$ cat config.mk
export PLATFORM = sky130hd
export DESIGN_NAME = decoder_onehot_seq
export DESIGN_NICKNAME = d
export VERILOG_FILES = /design/src/rtl/decoder_pkg.sv /design/src/rtl/decoder_pulse_cnt.sv /design/src/rtl/decoder_onehot_seq.sv
export SDC_FILE = /design/constraint.sdc
export NUM_CORES = 1
export LEC_CHECK = 0
export CORE_ASPECT_RATIO = 0.8
export CORE_MARGIN = 4
export CORE_UTILIZATION = 40
export DETAILED_ROUTE_END_ITERATION = 10
export GPL_ROUTABILITY_DRIVEN = 0
export PLACE_DENSITY = 0.63
export SLEW_MARGIN = 15
export SYNTH_ARGS = -nofsm -noshare
export SYNTH_HDL_FRONTEND = slang
export SYNTH_HIERARCHICAL = 1
export SYNTH_SLANG_ARGS = --single-unit
$ cat constraint.sdc
create_clock -name clk -period 4.5 [get_ports clk]
set_input_delay 0.675 -clock clk [delete_from_list [all_inputs] [get_ports clk]]
set_output_delay 0.675 -clock clk [all_outputs]
set_load 0.02 [all_outputs]
$ cat src/rtl/decoder_pkg.sv
// Shared types, mode encodings and the one-hot helper for the sequenced decoder.
package decoder_pkg;

  typedef enum logic [1:0] {
    IDLE  = 2'd0,
    HOLD  = 2'd1,
    PULSE = 2'd2
  } state_t;

  localparam logic MODE_LEVEL = 1'b0;
  localparam logic MODE_PULSE = 1'b1;

  localparam int unsigned MAX_SEL_W = 8;
  localparam int unsigned MAX_OUT   = 256;

  // One-hot of sel over n lines; all zero when sel is outside 0..n-1 (unsigned compare).
  function automatic logic [MAX_OUT-1:0] onehot(input logic [MAX_SEL_W-1:0] sel,
                                                input int unsigned n);
    onehot = '0;
    if (32'(sel) < n) onehot[sel] = 1'b1;
  endfunction

endpackage

$ cat src/rtl/decoder_pulse_cnt.sv
// Loadable down-counter timing pulse-mode outputs; term_c flags the last pulse cycle (cnt==1).
module decoder_pulse_cnt #(
  parameter int unsigned CNT_W = 3
) (
  input  logic             clk,
  input  logic             rst_n,
  input  logic             clr,
  input  logic             load,
  input  logic [CNT_W-1:0] load_val,
  input  logic             dec,
  output logic             term_c
);

  logic [CNT_W-1:0] cnt;

  // Clear wins over load, load over decrement; never wraps below zero.
  always_ff @(posedge clk or negedge rst_n) begin
    if (!rst_n) begin
      cnt <= '0;
    end else if (clr) begin
      cnt <= '0;
    end else if (load) begin
      cnt <= load_val;
    end else if (dec && (cnt != '0)) begin
      cnt <= cnt - CNT_W'(1);
    end
  end

  assign term_c = (cnt == CNT_W'(1));

endmodule

$ cat src/rtl/decoder_onehot_seq.sv
// Registered binary-to-one-hot decoder with valid/ready input, level/pulse modes and range check.
// Optional latched error (err_clr/err_sticky) built when DEC_ERR_STICKY_EN is defined.
module decoder_onehot_seq
  import decoder_pkg::*;
#(
  parameter int unsigned IN_W      = 3,
  parameter int unsigned NUM_OUT   = 8,
  parameter int unsigned PULSE_LEN = 4
) (
  input  logic               clk,
  input  logic               rst_n,
  input  logic               en,
  input  logic               in_valid,
  output logic               in_ready,
  input  logic [IN_W-1:0]    in_sel,
  input  logic               in_mode,
  output logic [NUM_OUT-1:0] out,
  output logic               err,
  output logic               busy
`ifdef DEC_ERR_STICKY_EN
  ,
  input  logic               err_clr,
  output logic               err_sticky
`endif
);

  localparam int unsigned CNT_W = $clog2(PULSE_LEN + 1);

  state_t             state;
  state_t             state_nxt;
  logic               accept;
  logic               in_range;
  logic               term;
  logic [NUM_OUT-1:0] out_nxt;
  logic               err_nxt;
  logic               cnt_clr;
  logic               cnt_load;
  logic               cnt_dec;

  // Ready on the final pulse cycle too, so back-to-back pulses leave no gap.
  assign in_ready = en & ((state != PULSE) | term);
  assign accept   = in_valid & in_ready;
  assign in_range = (32'(in_sel) < NUM_OUT);

  decoder_pulse_cnt #(.CNT_W(CNT_W)) u_cnt (
    .clk      (clk),
    .rst_n    (rst_n),
    .clr      (cnt_clr),
    .load     (cnt_load),
    .load_val (CNT_W'(PULSE_LEN)),
    .dec      (cnt_dec),
    .term_c   (term)
  );

  always_ff @(posedge clk or negedge rst_n) begin
    if (!rst_n) state <= IDLE;
    else        state <= state_nxt;
  end

  always_comb begin
    state_nxt = state;
    if (!en) begin
      state_nxt = IDLE;
    end else if (accept) begin
      if (!in_range)                   state_nxt = IDLE;
      else if (in_mode == MODE_PULSE)  state_nxt = PULSE;
      else                             state_nxt = HOLD;
    end else if ((state == PULSE) && term) begin
      state_nxt = IDLE;
    end
  end

  // Next values for the output register and counter controls.
  always_comb begin
    out_nxt  = out;
    err_nxt  = 1'b0;
    cnt_clr  = 1'b0;
    cnt_load = 1'b0;
    cnt_dec  = 1'b0;
    if (!en) begin
      out_nxt = '0;
      cnt_clr = 1'b1;
    end else if (accept) begin
      out_nxt  = in_range ? NUM_OUT'(onehot(MAX_SEL_W'(in_sel), NUM_OUT)) : '0;
      err_nxt  = ~in_range;
      cnt_load = in_range & (in_mode == MODE_PULSE);
      cnt_clr  = ~cnt_load;
    end else if (state == PULSE) begin
      cnt_dec = 1'b1;
      if (term) out_nxt = '0;
    end
  end

  always_ff @(posedge clk or negedge rst_n) begin
    if (!rst_n) begin
      out  <= '0;
      err  <= 1'b0;
      busy <= 1'b0;
    end else begin
      out  <= out_nxt;
      err  <= err_nxt;
      busy <= (state_nxt == PULSE);
    end
  end

`ifdef DEC_ERR_STICKY_EN
  // An error being flagged or about to be flagged overrides a same-cycle clear.
  always_ff @(posedge clk or negedge rst_n) begin
    if (!rst_n)                err_sticky <= 1'b0;
    else if (err_nxt || err)   err_sticky <= 1'b1;
    else if (err_clr)          err_sticky <= 1'b0;
  end
`endif

endmodule

==> summary.md, run 1 <==
| Metric | Value |
|---|---|
| Setup violators final | `0` |
| Nets | `104` |
| Proportion of synthesized area in mux cells | `1.248%` |
| Via density | `5.287` |
| Worst-path clk slew | `70 ps` |
| Kind of critical path | `input pin to primary output` |
| Initial drt markers | `10` |
| Post-Route WL | `1.638 mm` |
| Post-DP HPWL | `1.215 mm` |
| Setup crit end kind | `primary output` |
| Boundary Pins | `19` |
| Met3 usage | `5.391%` |
| Adder-cell share of the synthesized area | `4.680%` |
| Power density cells | `250.7 nW/um^2` |
| Port buffer count | `17` |
| Xor/xnor cell area share of the yosys netlist | `0%` |
| Complex-gate fraction of the synthesized area | `22.78%` |
| F_max | `340.9 MHz` |
| Num CTS Buffers | `3` |
| Total power | `0.2541 mW` |
| Skew final | `6.120 ps` |
| Sequential fraction of the synthesis area | `43.68%` |
| Worst path max stage delay | `790 ps` |
| Slowest CP cell | `clkdlybuf4s50_1` |
| Slew Limit Fails | `0` |
| Status | `finished clean` |
| Critical-path cell list | `clkdlybuf4s50_1 -> and2_1 -> clkdlybuf4s50_1` |
| Origin of the worst setup path | `en` |
| Simple-Gate Fraction of Synth Area | `22.93%` |
| Vias in the first global route | `603` |
| Post-CTS Setup Bufs | `0` |
| Routed WL per cell | `14.24 microns` |
| Hold path startpoint | `out[7]` |
| DRC viols | `0` |
| Final period util | `65.19%` |
| Worst EP required | `3830 ps` |
| Synth warn | `6` |
| Die X | `58.07 microns` |
| Via Count | `608` |
| RSZ-0062 raised after global routing | `no` |
| Mapped Avg Cell Area | `10.99 sq um` |
| Remaining antenna violation count | `0` |
| Largest family of logic cells by synthesized area | `simple AND/OR/NAND/NOR gates` |
| Core area | `1892 sq um` |
| Lkg Pwr | `0.4325 nW` |
| Commonest non-fill, non-tap cell in the layout | `clkdlybuf4s50_1` |
| CTS tree | `yes` |
| Distinct cells, synth | `32` |
| Initial Util | `42.39%` |
| Worst min path class | `flop to flop` |
| GRT busiest layer | `met2` |
| Mapped Cells | `73` |
| Most used cell, CP | `clkdlybuf4s50_1` |
| Die H | `48.05 microns` |
| RR Startpoint | `u_cnt/cnt[1]` |
| Worst VDD drop | `0.0001938 V` |
| Ant diodes | `0` |
| Slew margin rel. | `58.35%` |
| CTS Sinks | `14` |
| CTS Hold Buffers Added | `0` |
| Synthesized flop and latch total | `14` |
| Met2 GRT Util | `20.50%` |
| Share of cells above drive strength 1 | `12.09%` |
| Tightest Pin Transition | `622.8 ps` |
| GRT Overall Usage | `13.71%` |
| Clock latency on the worst-skew pair | `270 ps` |
| H-tree levels | `1` |
| First-pass GRT wire length | `2.801 mm` |
| Most frequent cells in the layout | `clkdlybuf4s50_1 (17), dfrtp_1 (14), a32o_1 (8)` |
| Worst-path maximum fanout | `17` |
| Post-Route Setup TNS | `0 ps` |
| Total of max-cap violations | `0` |
| Period minus WS final | `2934 ps` |
| Core Rows | `14` |
| Met1 GRT Util | `18.46%` |
| Worst setup SP type | `input pin` |
| CTS root buf | `clkbuf_4` |
| Layout area overhead | `26.36%` |
| Netlist Area Pre-Place | `802.0 sq um` |
| Post-cts resize count | `0` |
| DRT Pass-1 Iters | `4` |
| Worst Path Arrival | `2260 ps` |
| Final hold viol count | `0` |
| Largest net degree at the start of global routing | `18` |
| Initial antenna violation count | `0` |
| DIE AREA | `2790 sq um` |
| Grt total ovfl | `0` |
| Maximum root-to-sink buffer count | `2` |
## cell type report
cell class | count | area [sq um]
fillers | 177 | 878.3
clock buffers | 3 | 22.52
inverters | 3 | 11.26
repair buffers | 17 | 170.2
multi-input cells | 54 | 429.2
flip-flops and latches | 14 | 350.3
well taps | 24 | 30.03
## worst max-delay path, delay by kind of cell
family / cells / cell delay, ps
buffers and inverters: 2 / 1390
AND/OR/NAND/NOR: 1 / 200
## per-stage QoR
step	hold WS [ps]	utilization [%]	worst slack, ps	area (sq um)	instances
after floorplan	379.4	-	2332	809.5	75
after global placement	521.0	52.38	1575	991.0	112
after detailed placement	525.0	52.38	1568	991.0	112
after CTS	542.9	53.57	1558	1013	115
after global routing	569.9	53.57	1487	1013	115
final	532.8	53.57	1566	1013	115
## power by group
group / internal (mW) / total (mW) / switching (mW) / leakage (nW)
sequential: 0.130 / 0.134 / 0.00323 / 0.191
clock: 0.0309 / 0.0652 / 0.0343 / 0.0138
combinational: 0.0250 / 0.0553 / 0.0303 / 0.227
## synth_stat cells, drive strengths merged
library cell   n  area, sq um
dfrtp         14        350.3
a32o           8        80.08
or3b           1        11.26
o21ai          1        8.760
a311o          1        10.01
and3b          1        8.760
nor3           2        10.01
and4b          1        13.76
ha             3        37.54
nand2          5        18.77
a2111oi        1        27.53
and3           1        6.260
nor2b          4        25.02
and2b          1        8.760
nand2b         1        13.76
and2           2        12.51
mux2i          1        10.01
and4           2        20.02
conb           2        7.510
or2b           1        7.510
a21oi          3        15.01
clkbuf         3        11.26
inv            3        11.26
a21boi         3        22.52
nand3b         1        7.510
buf            1        7.510
nor2           3        11.26
a211o          1        10.01
nand4b         1        8.760
a311oi         1        8.760
## final timing paths
kind	to	slack [ps]	cells past startpoint
worst max-delay path	in_ready	1570	3
worst min-delay path	out[7]	530	1
worst max register to register	u_cnt/cnt[0]	2350	7
worst min register to register	out[7]	530	1
max in group asynchronous	u_cnt/cnt[1]	3300	1
min in group asynchronous	out[6]	790	1
## registers in the layout, summed over array words and instances, names as in the netlist
name,flops
busy,1
out,8
state,2
u_cnt/cnt,3
## routing by layer
metal  vias to the layer above  wire length, microns  share of wire (%)
met1                       291                   845                 52
met5                         -                     0                  0
met4                         0                    23                1.4
met2                        10                   707                 43
met3                         2                    61                3.7
li1                        305                     -                  -
## kinds of logic after synthesis
family | after synthesis
AO/OA/AOI/OAI | 19
adder cells (fa/ha/maj) | 3
buffers and inverters | 7
flip-flops | 14
multiplexers | 1
other | 2
AND/OR/NAND/NOR | 27
No activity file was read; power rests on OpenSTA's default activity.
==> run 2, diff against run 1 <==
Settings changed: PLACE_DENSITY 0.63 to 0.66.
Clock period 4.5 ns to 2.5 ns, I/O delays scaled along.
==> summary.md, run 2 (synthesized netlist as in run 1, its figures left out) <==
| Metric | Value |
|---|---|
| RSZ-0062 raised after global routing | `no` |
| Worst-path clk slew | `80 ps` |
| F_max | `415.8 MHz` |
| Commonest non-fill, non-tap cell in the layout | `clkdlybuf4s50_1` |
| Nets | `106` |
| Worst VDD drop | `0.0003492 V` |
| Setup slack after layout | `94.94 ps` |
| DRC viols | `0` |
| Initial Util | `42.39%` |
| Largest register FFs | `8` |
| Core area | `1892 sq um` |
| Worst EP required | `2120 ps` |
| Share of cells above drive strength 1 | `14.89%` |
| GRT Overall Usage | `14.58%` |
| Register area | `350.3 sq um` |
| Final instance area | `1041 sq um` |
| Port buffer count | `17` |
| Initial antenna violation count | `0` |
| CTS root buf | `clkbuf_4` |
| Setup crit end kind | `primary output` |
| Kind of critical path | `flop to primary output` |
| CTS tree | `yes` |
| DRT Pass-1 Iters | `4` |
| # fillers | `170` |
| Period minus WS final | `2405 ps` |
| Most flops, register | `out` |
| Slew Limit Fails | `0` |
| Initial drt markers | `15` |
| Post-Route WL | `1.751 mm` |
| First-pass GRT wire length | `2.946 mm` |
| Final period util | `96.20%` |
| Setup violators final | `0` |
| Num CTS Buffers | `3` |
| Worst-path maximum fanout | `7` |
| Vias in the first global route | `631` |
| Die X | `58.07 microns` |
| Ant diodes | `0` |
| Via density | `5.356` |
| Lkg Pwr | `0.4517 nW` |
| Post-Route Setup TNS | `0 ps` |
| Remaining antenna violation count | `0` |
| Regs by FF count | `out x8, u_cnt/cnt x3, state x2` |
| Multi-input logic area | `429.2 sq um` |
| Maximum root-to-sink buffer count | `2` |
| Post-Place Setup Slack | `181.0 ps` |
| Status | `finished clean` |
| Worst setup SP type | `flop` |
| Routed WL per cell | `14.84 microns` |
| Clock latency on the worst-skew pair | `280 ps` |
| Core Rows | `14` |
| Die H | `48.05 microns` |
| Tightest Pin Transition | `597.4 ps` |
| H-tree levels | `1` |
| Worst min path class | `input pin to async pin` |
| Grt total ovfl | `0` |
| DIE AREA | `2790 sq um` |
| Power density cells | `481.7 nW/um^2` |
| Area after DPL | `1006 sq um` |
| CTS Sinks | `14` |
| Skew final | `2.978 ps` |
| Most frequent cells in the layout | `clkdlybuf4s50_1 (16), dfrtp_1 (14), a32o_1 (8)` |
| Largest net degree at the start of global routing | `15` |
| Total of max-cap violations | `0` |
| Slew margin rel. | `60.05%` |
| Boundary Pins | `19` |
| Final hold viol count | `0` |
| Via Count | `632` |
| Layout area overhead | `29.80%` |
| Worst Path Arrival | `2030 ps` |
-- run 2: cell types whose count changed in the layout (fill, tap and decap cells not counted) --
cell             before  now
clkbuf_8              0    1
buf_4                 0    2
dlygate4sd2_1         0    1
clkdlybuf4s50_1      17   16
-- run 2: power breakdown --
group	switching (mW)	internal [mW]	leakage [nW]	total [mW]
registers	0.00632	0.235	0.191	0.241
clock network	0.0704	0.0885	0.0210	0.159
logic	0.0558	0.0457	0.239	0.101
total	0.133	0.369	0.452	0.501
-- run 2: per-layer routing --
metal / vias up / part of all wire [%] / global-route usage, %
met3: 2 / 5.0 / 3.235
met2: 20 / 47 / 24.32
li1: 309 / - / -
met5: - / 0 / 0
met4: 0 / 0.80 / 6.944
met1: 301 / 48 / 18.40
-- run 2: worst paths after layout --
kind                       slack, ps  cells past startpoint         start            to
max                               90                      5  u_cnt/cnt[0]      in_ready
min                              470                      1         rst_n        out[0]
max reg2reg                      360                      6  u_cnt/cnt[0]  u_cnt/cnt[2]
min reg2reg                      540                      1        out[7]        out[7]
max in group asynchronous       1640                      1         rst_n          busy
min in group clk                 540                      1        out[7]        out[7]
-- run 2: critical path, stage by stage (launching register included) --
cell	delay, ps
dfrtp_1	420
ha_1	200
and2b_2	210
or3b_4	440
and2_1	170
dlygate4sd2_1	310
-- run 2: layout make-up --
type | instances | area share [%]
timing repair buffer | 19 | 17.67
tap | 24 | 2.885
clock buffer | 4 | 3.486
multi-input combinational | 54 | 41.23
inverter | 3 | 1.082
sequential | 14 | 33.65
-- run 2: through the flow --
stage	std cells	util (%)	power, mW	hold WS, ps
global placement	114	53.17	0.3456	514.3
finish	118	55.03	0.5015	471.5
CTS	118	55.03	0.5076	499.1
detailed placement	114	53.17	0.3471	523.4
global route	118	55.03	0.5273	528.1
floorplan	75	-	0.3075	79.41
-- run 2: what timing repair did --
| action | in CTS | in global routing |
|---|---|---|
| hold endpoints to repair | 0 | 0 |
| setup endpoints to repair | 1 | 0 |
| buffers inserted | 0 | 0 |
| hold buffers | 0 | 0 |
| resized for setup | 1 | 0 |
==> run 3, diff against run 2 <==
Settings changed: CORE_MARGIN 4 to default, DONT_BUFFER_PORTS from default to 1, PLACE_DENSITY 0.66 to 0.53, SYNTH_HIERARCHICAL 1 to default.
==> summary.md, run 3 <==
| Metric | Value |
|---|---|
| Placed insts | `82` |
| H-tree levels | `1` |
| Largest register FFs | `8` |
| CTS root buf | `clkbuf_4` |
| Post-cts resize count | `0` |
| Mapped Cells | `61` |
| Num CTS Buffers | `3` |
| Skew final | `2.087 ps` |
| Synth top area cells | `dfrtp_1 (49%), a22o_2 (5.6%), a32o_1 (5.6%)` |
| DRT Pass-1 Iters | `4` |
| Complex-gate fraction of the synthesized area | `23.00%` |
| Nets | `77` |
| Hold WS | `187.0 ps` |
| Tightest Pin Transition | `615.4 ps` |
| Synth warn | `0` |
| Cell with the most instances after synthesis | `dfrtp_1` |
| Via Count | `466` |
| Synth cell count leaders | `dfrtp_1 (14), inv_1 (5), nand2_1 (5)` |
| Most frequent cells in the layout | `dfrtp_1 (14), inv_1 (5), nand2_1 (5)` |
| # fillers | `160` |
| CTS Sinks | `14` |
| Setup violators final | `0` |
| Post-synth net total | `72` |
| Post-CTS Setup Bufs | `0` |
| Die H | `39.90 microns` |
| Post-Route WL | `1.287 mm` |
| Mapped Avg Cell Area | `11.77 sq um` |
| RR Startpoint | `u_cnt.cnt[0]` |
| Post-synth top flop | `dfrtp_1` |
| Worst EP required | `2120 ps` |
| Worst min path class | `input pin to flop` |
| Boundary Pins | `19` |
| Reg2Reg Setup Slack | `750 ps` |
| Post-DP HPWL | `982.2 microns` |
| Final instance area | `770.7 sq um` |
| Post-Place Setup Slack | `750.3 ps` |
| Initial Util | `43.29%` |
| Total of max-cap violations | `0` |
| Final period util | `71.79%` |
| RSZ-0062 raised after global routing | `no` |
| DRC viols | `0` |
| Netlist Area Pre-Place | `718.2 sq um` |
| Commonest non-fill, non-tap cell in the layout | `dfrtp_1` |
| CTS tree | `yes` |
| Worst Path Arrival | `1420 ps` |
| Non-filler cells, final | `86` |
| Worst setup SP type | `flop` |
| Routed WL per cell | `14.97 microns` |
| Layout area overhead | `7.317%` |
| First-pass GRT wire length | `2.042 mm` |
| Hold path depth | `1` |
| Xor/xnor cell area share of the yosys netlist | `1.220%` |
| Distinct cells, synth | `28` |
| Status | `finished clean` |
| Simple-Gate Fraction of Synth Area | `14.63%` |
| Adder-cell share of the synthesized area | `5.226%` |
| Area after DPL | `738.2 sq um` |
| Post-synth top area cell | `dfrtp_1` |
| Worst VDD drop | `0.0003219 V` |
| DIE AREA | `1970 sq um` |
| Synthesized flop and latch total | `14` |
| Core Rows | `13` |
| Regs by FF count | `out x8, u_cnt.cnt x3, state x2` |
| Reg2reg end | `u_cnt.cnt[2]` |
| Synth top area share | `48.78%` |
| Synth async-reset ratio | `100.0%` |
| Initial antenna violation count | `0` |
| Period minus WS final | `1795 ps` |
| Slew Limit Fails | `0` |
| Power density cells | `549.2 nW/um^2` |
| Most flops, register | `out` |
| Worst reg-to-reg path cell count | `6` |
| Port buffer count | `0` |
| Hold EP | `state[0]` |
| Final hold viol count | `0` |
| Clock latency on the worst-skew pair | `270 ps` |
| Proportion of synthesized area in mux cells | `2.962%` |
| F_max | `557.2 MHz` |
| Sequential fraction of the synthesis area | `48.78%` |
| Kind of critical path | `flop to primary output` |
| Via density | `5.419` |
| Setup crit end kind | `primary output` |
| GRT Overall Usage | `14.99%` |
| Largest family of logic cells by synthesized area | `compound AO/OA/AOI/OAI gates` |
| Lkg Pwr | `0.3290 nW` |
| Worst-path maximum fanout | `6` |
| Post-Route Setup TNS | `0 ps` |
| Setup slack after layout | `705.3 ps` |
| Slew margin rel. | `58.84%` |
| Largest net degree at the start of global routing | `15` |
| Maximum root-to-sink buffer count | `2` |
| Ant diodes | `0` |
| Share of cells above drive strength 1 | `26.56%` |
| Die X | `49.38 microns` |
| Initial drt markers | `13` |
| Post-synth EDFFs | `0` |
| Worst-path clk slew | `80 ps` |
| Grt total ovfl | `0` |
| Vias in the first global route | `424` |
| Remaining antenna violation count | `0` |
| Core area | `1659 sq um` |
| Hold path startpoint | `in_mode` |
==> run 3: cell types whose count changed after synthesis, sizes merged, moves of 2 or more <==
cell	previous run	this run
a22o	0	4
a32o	8	4
a21boi	3	0
clkbuf	3	0
nor2b	4	1
a211oi	0	2
and4	2	0
inv	3	5
==> run 3: cell families after synthesis <==
group	count (synthesis)
and+or+nand+nor	16
xor gates and xnor gates	1
DFF	14
adders and majority gates	3
buffers and inverters	6
AOI/OAI and AO/OA	18
muxes	2
other	1
==> run 3: layer usage <==
metal	track usage (%)	routed length, microns
met5	0	0
met3	10.47	124
met1	19.16	647
met2	20.89	505
met4	2.143	10
==> run 3: what timing repair did <==
item                                    CTS  global route
hold buffers                              1             0
endpoints found under the setup margin    0             0
hold endpoints to repair                 14             0
==> run 3: report_power, final <==
group | switching [mW] | leakage (nW) | internal [mW] | total, mW
sequential | 0.0135 | 0.191 | 0.235 | 0.249
clock | 0.0649 | 0.0138 | 0.0557 | 0.121
combinational | 0.0313 | 0.124 | 0.0225 | 0.0538
total | 0.110 | 0.329 | 0.314 | 0.423
==> run 3: final cells by class <==
| class | count | area (sq um) | share of cell area, % |
|---|---|---|---|
| flip-flops and latches | 14 | 350.3 | 45.45 |
| multi-input cells | 41 | 341.6 | 44.32 |
| well taps | 22 | 27.53 | 3.571 |
| clock buffers | 3 | 22.52 | 2.922 |
| inverters | 5 | 18.77 | 2.435 |
| repair buffers | 1 | 10.01 | 1.299 |
==> run 3: critical path, cell delays in order (launching register included) <==
cell and delay [ps]:
dfrtp_1 380, inv_1 70, ha_1 180, nand2b_2 120, a21oi_1 400
==> run 3: how the worst max path moves through the flow <==
| stage | slack, ps | cells after the start | startpoint | endpoint |
|---|---|---|---|---|
| final | 710 | 4 | u_cnt.cnt[1] | in_ready |
| after global routing | 570 | 4 | u_cnt.cnt[1] | in_ready |
| after CTS | 680 | 4 | u_cnt.cnt[1] | in_ready |
| after detailed placement | 750 | 6 | u_cnt.cnt[0] | u_cnt.cnt[2] |
| after global placement | 760 | 6 | u_cnt.cnt[0] | u_cnt.cnt[2] |
| after floorplan | 850 | 6 | u_cnt.cnt[0] | u_cnt.cnt[2] |
==> run 3: stage by stage <==
| step | utilization [%] | power (mW) |
|---|---|---|
| after detailed placement | 44.49 | 0.3026 |
| after global routing | 46.46 | 0.4473 |
| after global placement | 44.49 | 0.3022 |
| after floorplan | - | 0.2942 |
| final | 46.46 | 0.4233 |
| after CTS | 46.46 | 0.4320 |
==> RTL change 1, RTL diff (config.mk and constraints of run 2) <==
Set the parameter `IN_W` to 6 (it was 3).
--- a/src/rtl/decoder_onehot_seq.sv
+++ b/src/rtl/decoder_onehot_seq.sv
@@ -4,5 +4,5 @@
   import decoder_pkg::*;
 #(
-  parameter int unsigned IN_W      = 3,
+  parameter int unsigned IN_W      = 6,
   parameter int unsigned NUM_OUT   = 8,
   parameter int unsigned PULSE_LEN = 4
Interface: changed (resized in_sel); port bits go from 19 to 22. The function was not compared with the original's and may differ.
==> RTL change 1 against run 2 <==
- total power shrank 11%
- routed wire length grew 15%
- via count grew 9.2%
- sequential cell count grew 1
- synthesized area grew 5.0%
- global-route usage grew 1.2 points
- final area grew 8.3%
- setup slack gained 38 ps
- register-to-register slack gained 30 ps
- first-iteration DRC count grew 27%
- clock power shrank 14%
- critical endpoint unchanged
- largest cell class unchanged
==> RTL change 1: results (changes against run 2) <==
synthTopCellsByArea: "dfrtp_1, a32o_1, ha_1"
dp_cells: 128  # +12%
port_buffers: 21  # +4
layout-drive-gt1-share_pct: 12.0  # -2.9 points
place_ws_ps: 190  # +8.74 ps
fin_worst_skew_ps: 5.66  # +2.68 ps
critical_path_arrival_ps: 1990  # -40 ps
synth_area_leader_cell: "dfrtp_1"
avgSynthCellArea_um2: 10.5  # -4.2%
nets: 123  # +16%
clockBufferDepth: 2  # unchanged
critPathSlowestCell: "or3b_4"
reg2reg_to: "u_cnt/cnt[0]"
worst_path_largest_cell_delay_ps: 430
power.ir.vdd_worst_v: 0.000395  # +13%
ys_warn_count: 6  # unchanged
nFillCells: 177  # +4.1%
grt_pass1_vias: 707  # +12%
clk_pin_slew_ps: 90
grt_pass1_wl_um: 3460  # +17%
outcome: "completed"
grt_usage_pct: 15.8  # +1.2 points
synthTopCellsByCount: "dfrtp_1, inv_1, nand2_1"
place_area_um2: 1100  # +9.5%
clock.fmax_ghz: 0.422  # +1.6%
dp.final_hpwl_um: 1570
path_max_fanout: 4  # -3
p_leak_nw: 0.484  # +7.2%
wl_per_cell_um: 15.2  # +2.6%
max_slew.worst_pin.slew_ps: 685  # +87.4 ps
vias_per_cell: 5.23  # -2.4%
drt_iter0_drc: 19  # +4
whs_ps: 496  # +24.3 ps
grt_max_degree: 16  # +1
totalWireLength_um: 2010  # +15%
cts_setup_buffers: 0  # unchanged
ys_seq_area_share_pct: 44.6  # +0.89 points
worstRegToRegCells: 8  # +2
ys_types: 31  # -3.1%
r2r_slack_ps: 390  # +30 ps
==> RTL change 1: worst max path at each step <==
stage / from / endpoint / slack [ps] / cells past startpoint
final: u_cnt/cnt[0] / in_ready / 130 / 5
after global routing: u_cnt/cnt[1] / in_ready / 30 / 6
after CTS: u_cnt/cnt[1] / in_ready / 90 / 6
after detailed placement: u_cnt/cnt[1] / in_ready / 190 / 6
after global placement: u_cnt/cnt[0] / in_ready / 220 / 5
after floorplan: u_cnt/cnt[0] / u_cnt/cnt[2] / 530 / 6
==> RTL change 1: critical path, delay by kind of cell, from the launching register on <==
family	cells	cell delay, ps
and+or+nand+nor	3	820
DFF	1	420
buffers and inverters	1	280
adders and majority gates	1	200
==> RTL change 1: timing repair <==
action / 4_1_cts / 5_1_grt
gates resized for setup: 1 / 1
pin swaps: 0 / 0
setup endpoints to repair: 1 / 1
gates cloned: 0 / 0
==> RTL change 1: final cells by class <==
class,count,area [um^2],area share [%]
Clock buffer,4,26.3,2.33
Inverter,8,30.0,2.66
Multi-Input combinational cell,58,440,39.1
Sequential cell,15,375,33.3
Tap cell,24,30.0,2.66
Timing Repair Buffer,23,225,20.0
==> RTL change 1: cells by family after synthesis <==
logic type,share of synthesized area (%)
compound gates,22.7
other cells,0.892
simple gates,23.8
fa+ha+maj,4.46
buf+inv,3.57
flops,44.6
==> RTL change 1: where the power goes <==
part	leakage [nW]	internal, mW	switching (mW)
Combinational	0.261	0.0269	0.0335
Clock	0.0150	0.0619	0.0754
Sequential	0.208	0.245	0.00145
Total	0.484	0.334	0.110
==> RTL change 1: per-layer routing <==
metal | track usage [%] | part of all wire (%)
met1 | 20.7 | 44
met2 | 24.5 | 49
met3 | 4.76 | 5.9
met4 | 4.91 | 1.1
met5 | 0 | 0
==> RTL change 2, RTL diff (flow settings as in run 2) <==
Made on the original files. Register the input `in_mode` before use. The logic sees it one clock later. The other inputs are not delayed to match.
--- a/src/rtl/decoder_onehot_seq.sv
+++ b/src/rtl/decoder_onehot_seq.sv
@@ -26,4 +26,10 @@
 
   localparam int unsigned CNT_W = $clog2(PULSE_LEN + 1);
+
+  logic in_mode_q;
+
+  always_ff @(posedge clk) begin
+    in_mode_q <= in_mode;
+  end
 
   state_t             state;
@@ -64,5 +70,5 @@
     end else if (accept) begin
       if (!in_range)                   state_nxt = IDLE;
-      else if (in_mode == MODE_PULSE)  state_nxt = PULSE;
+      else if (in_mode_q == MODE_PULSE)  state_nxt = PULSE;
       else                             state_nxt = HOLD;
     end else if ((state == PULSE) && term) begin
@@ -84,5 +90,5 @@
       out_nxt  = in_range ? NUM_OUT'(onehot(MAX_SEL_W'(in_sel), NUM_OUT)) : '0;
       err_nxt  = ~in_range;
-      cnt_load = in_range & (in_mode == MODE_PULSE);
+      cnt_load = in_range & (in_mode_q == MODE_PULSE);
       cnt_clr  = ~cnt_load;
     end else if (state == PULSE) begin
Check against the original RTL: not equivalent (a bounded check fails within 4 cycles, from zero or initial values and one cycle with rst_n low).
==> RTL change 2 against run 2 <==
- maximum frequency grew 1.1%
- routed wire length decreased by 3.9%
- setup slack better by 26 ps
- synthesized area grew 2.5%
- total power hardly changed
- die area is 2.1% higher
- sequential cell count up 1
- final area up 1.2%
- largest cell class unchanged
- highest routed layer unchanged
==> RTL change 2: results (changes against run 2) <==
p_leak_nw: 0.456  # +0.89%
ys_seq_area_share_pct: 45.1  # +1.4 points
layout-drive-gt1-share_pct: 14.7  # -0.16 points
synthTopCellsByCount: "dfrtp_1, a32o_1, nand2_1"
worst_path_largest_cell_delay_ps: 440  # about the same
port_buffers: 17  # unchanged
worstRegToRegCells: 6  # unchanged
ys_types: 33  # +3.1%
drt_iter0_drc: 9  # -6
ys_warn_count: 6  # unchanged
firstDrtPassIters: 4  # unchanged
clockBufferDepth: 2  # unchanged
path_max_fanout: 7  # unchanged
grt_pass1_wl_um: 2860  # -3.1%
clock_latency_ps: 290
grt_max_degree: 15  # unchanged
worstHoldPathType: "in2async"
critical_path_arrival_ps: 2000  # -30 ps
nFillCells: 168  # -1.2%
nets: 107  # +0.94%
grt_pass1_vias: 620  # -1.7%
grt_usage_pct: 13.1  # -1.5 points
top_regs: "out x8, u_cnt/cnt x3, state x2"
critPathSlowestCell: "or3b_4"
max_slew.worst_pin.slew_ps: 679  # +81.7 ps
synthTopCellsByArea: "dfrtp_1, a32o_1, ha_1"
path_delay_family: "simple AND/OR/NAND/NOR gates"
dp.final_hpwl_um: 1250
totalWireLength_um: 1680  # -3.9%
root_buffer: "clkbuf_4"
numCtsBuffers: 3  # unchanged
clk_pin_slew_ps: 90
htreeDepth: 1  # unchanged
place_ws_ps: 189  # +8.51 ps
antenna_found_initial: 0  # unchanged
num_vias: 633  # +0.16%
fin_worst_skew_ps: 2.73  # -0.245 ps
diodes: 0  # unchanged
power.ir.vdd_worst_v: 0.000314  # -10%
outcome: "completed"
cts_setup_buffers: 0  # unchanged
synthArstFlopShare_pct: 93.3  # -6.7 points
## RTL change 2: report_power, final
part	total [mW]	internal (mW)	switching [mW]
Sequential	0.258	0.251	0.00639
Combinational	0.101	0.0458	0.0548
Clock	0.143	0.0595	0.0833
Total	0.501	0.357	0.145
## RTL change 2: layout make-up
type	instances	share of cell area [%]
Multi-Input combinational cell	54	40.7
Sequential cell	15	35.2
Timing Repair Buffer	19	17.6
Tap cell	24	2.85
Clock buffer	3	2.14
Inverter	3	1.07
Clock inverter	1	0.475
## RTL change 2: kinds of logic (layout without fill, tap and decap cells)
logic type               after synthesis  count (layout)  share of synthesized area, %
AO/OA/AOI/OAI                         19              19                          22.2
adder cells (fa/ha/maj)                3               3                          4.57
buffers and inverters                  7              26                          3.65
flip-flops                            15              15                          45.1
multiplexers                           1               1                          1.22
other                                  2               4                         0.914
AND/OR/NAND/NOR                       27              27                          22.4
## RTL change 2: metrics by stage
step	hold WS, ps	instance area (um^2)	cells
floorplan	79.4	830	76
CTS	491	1050	119
global route	507	1050	119
detailed placement	524	1030	115
finish	490	1050	119
global placement	513	1030	115
## RTL change 2: what timing repair did
action,4_1_cts,5_1_grt
resized for setup,1,1
endpoints found under the hold margin,0,0
pin swaps,0,0
setup endpoints to repair,1,1
## RTL change 2: worst paths after layout
check / slack (ps) / startpoint / to
setup / recovery: 120 / u_cnt/cnt[0] / in_ready
hold / removal: 490 / rst_n / out[2]
setup reg to reg: 360 / u_cnt/cnt[0] / u_cnt/cnt[0]
hold reg to reg: 540 / in_mode_q / state[1]
max in group asynchronous: 1580 / rst_n / out[5]
min in group clk: 540 / in_mode_q / state[1]
## RTL change 2: per-layer routing
metal  up-vias  wire (um)  GRT usage [%]
met4         0         23           5.66
met3         2         60           5.05
met5         -          0              0
li1        313          -              -
met2        10        784           18.0
met1       308        814           18.0
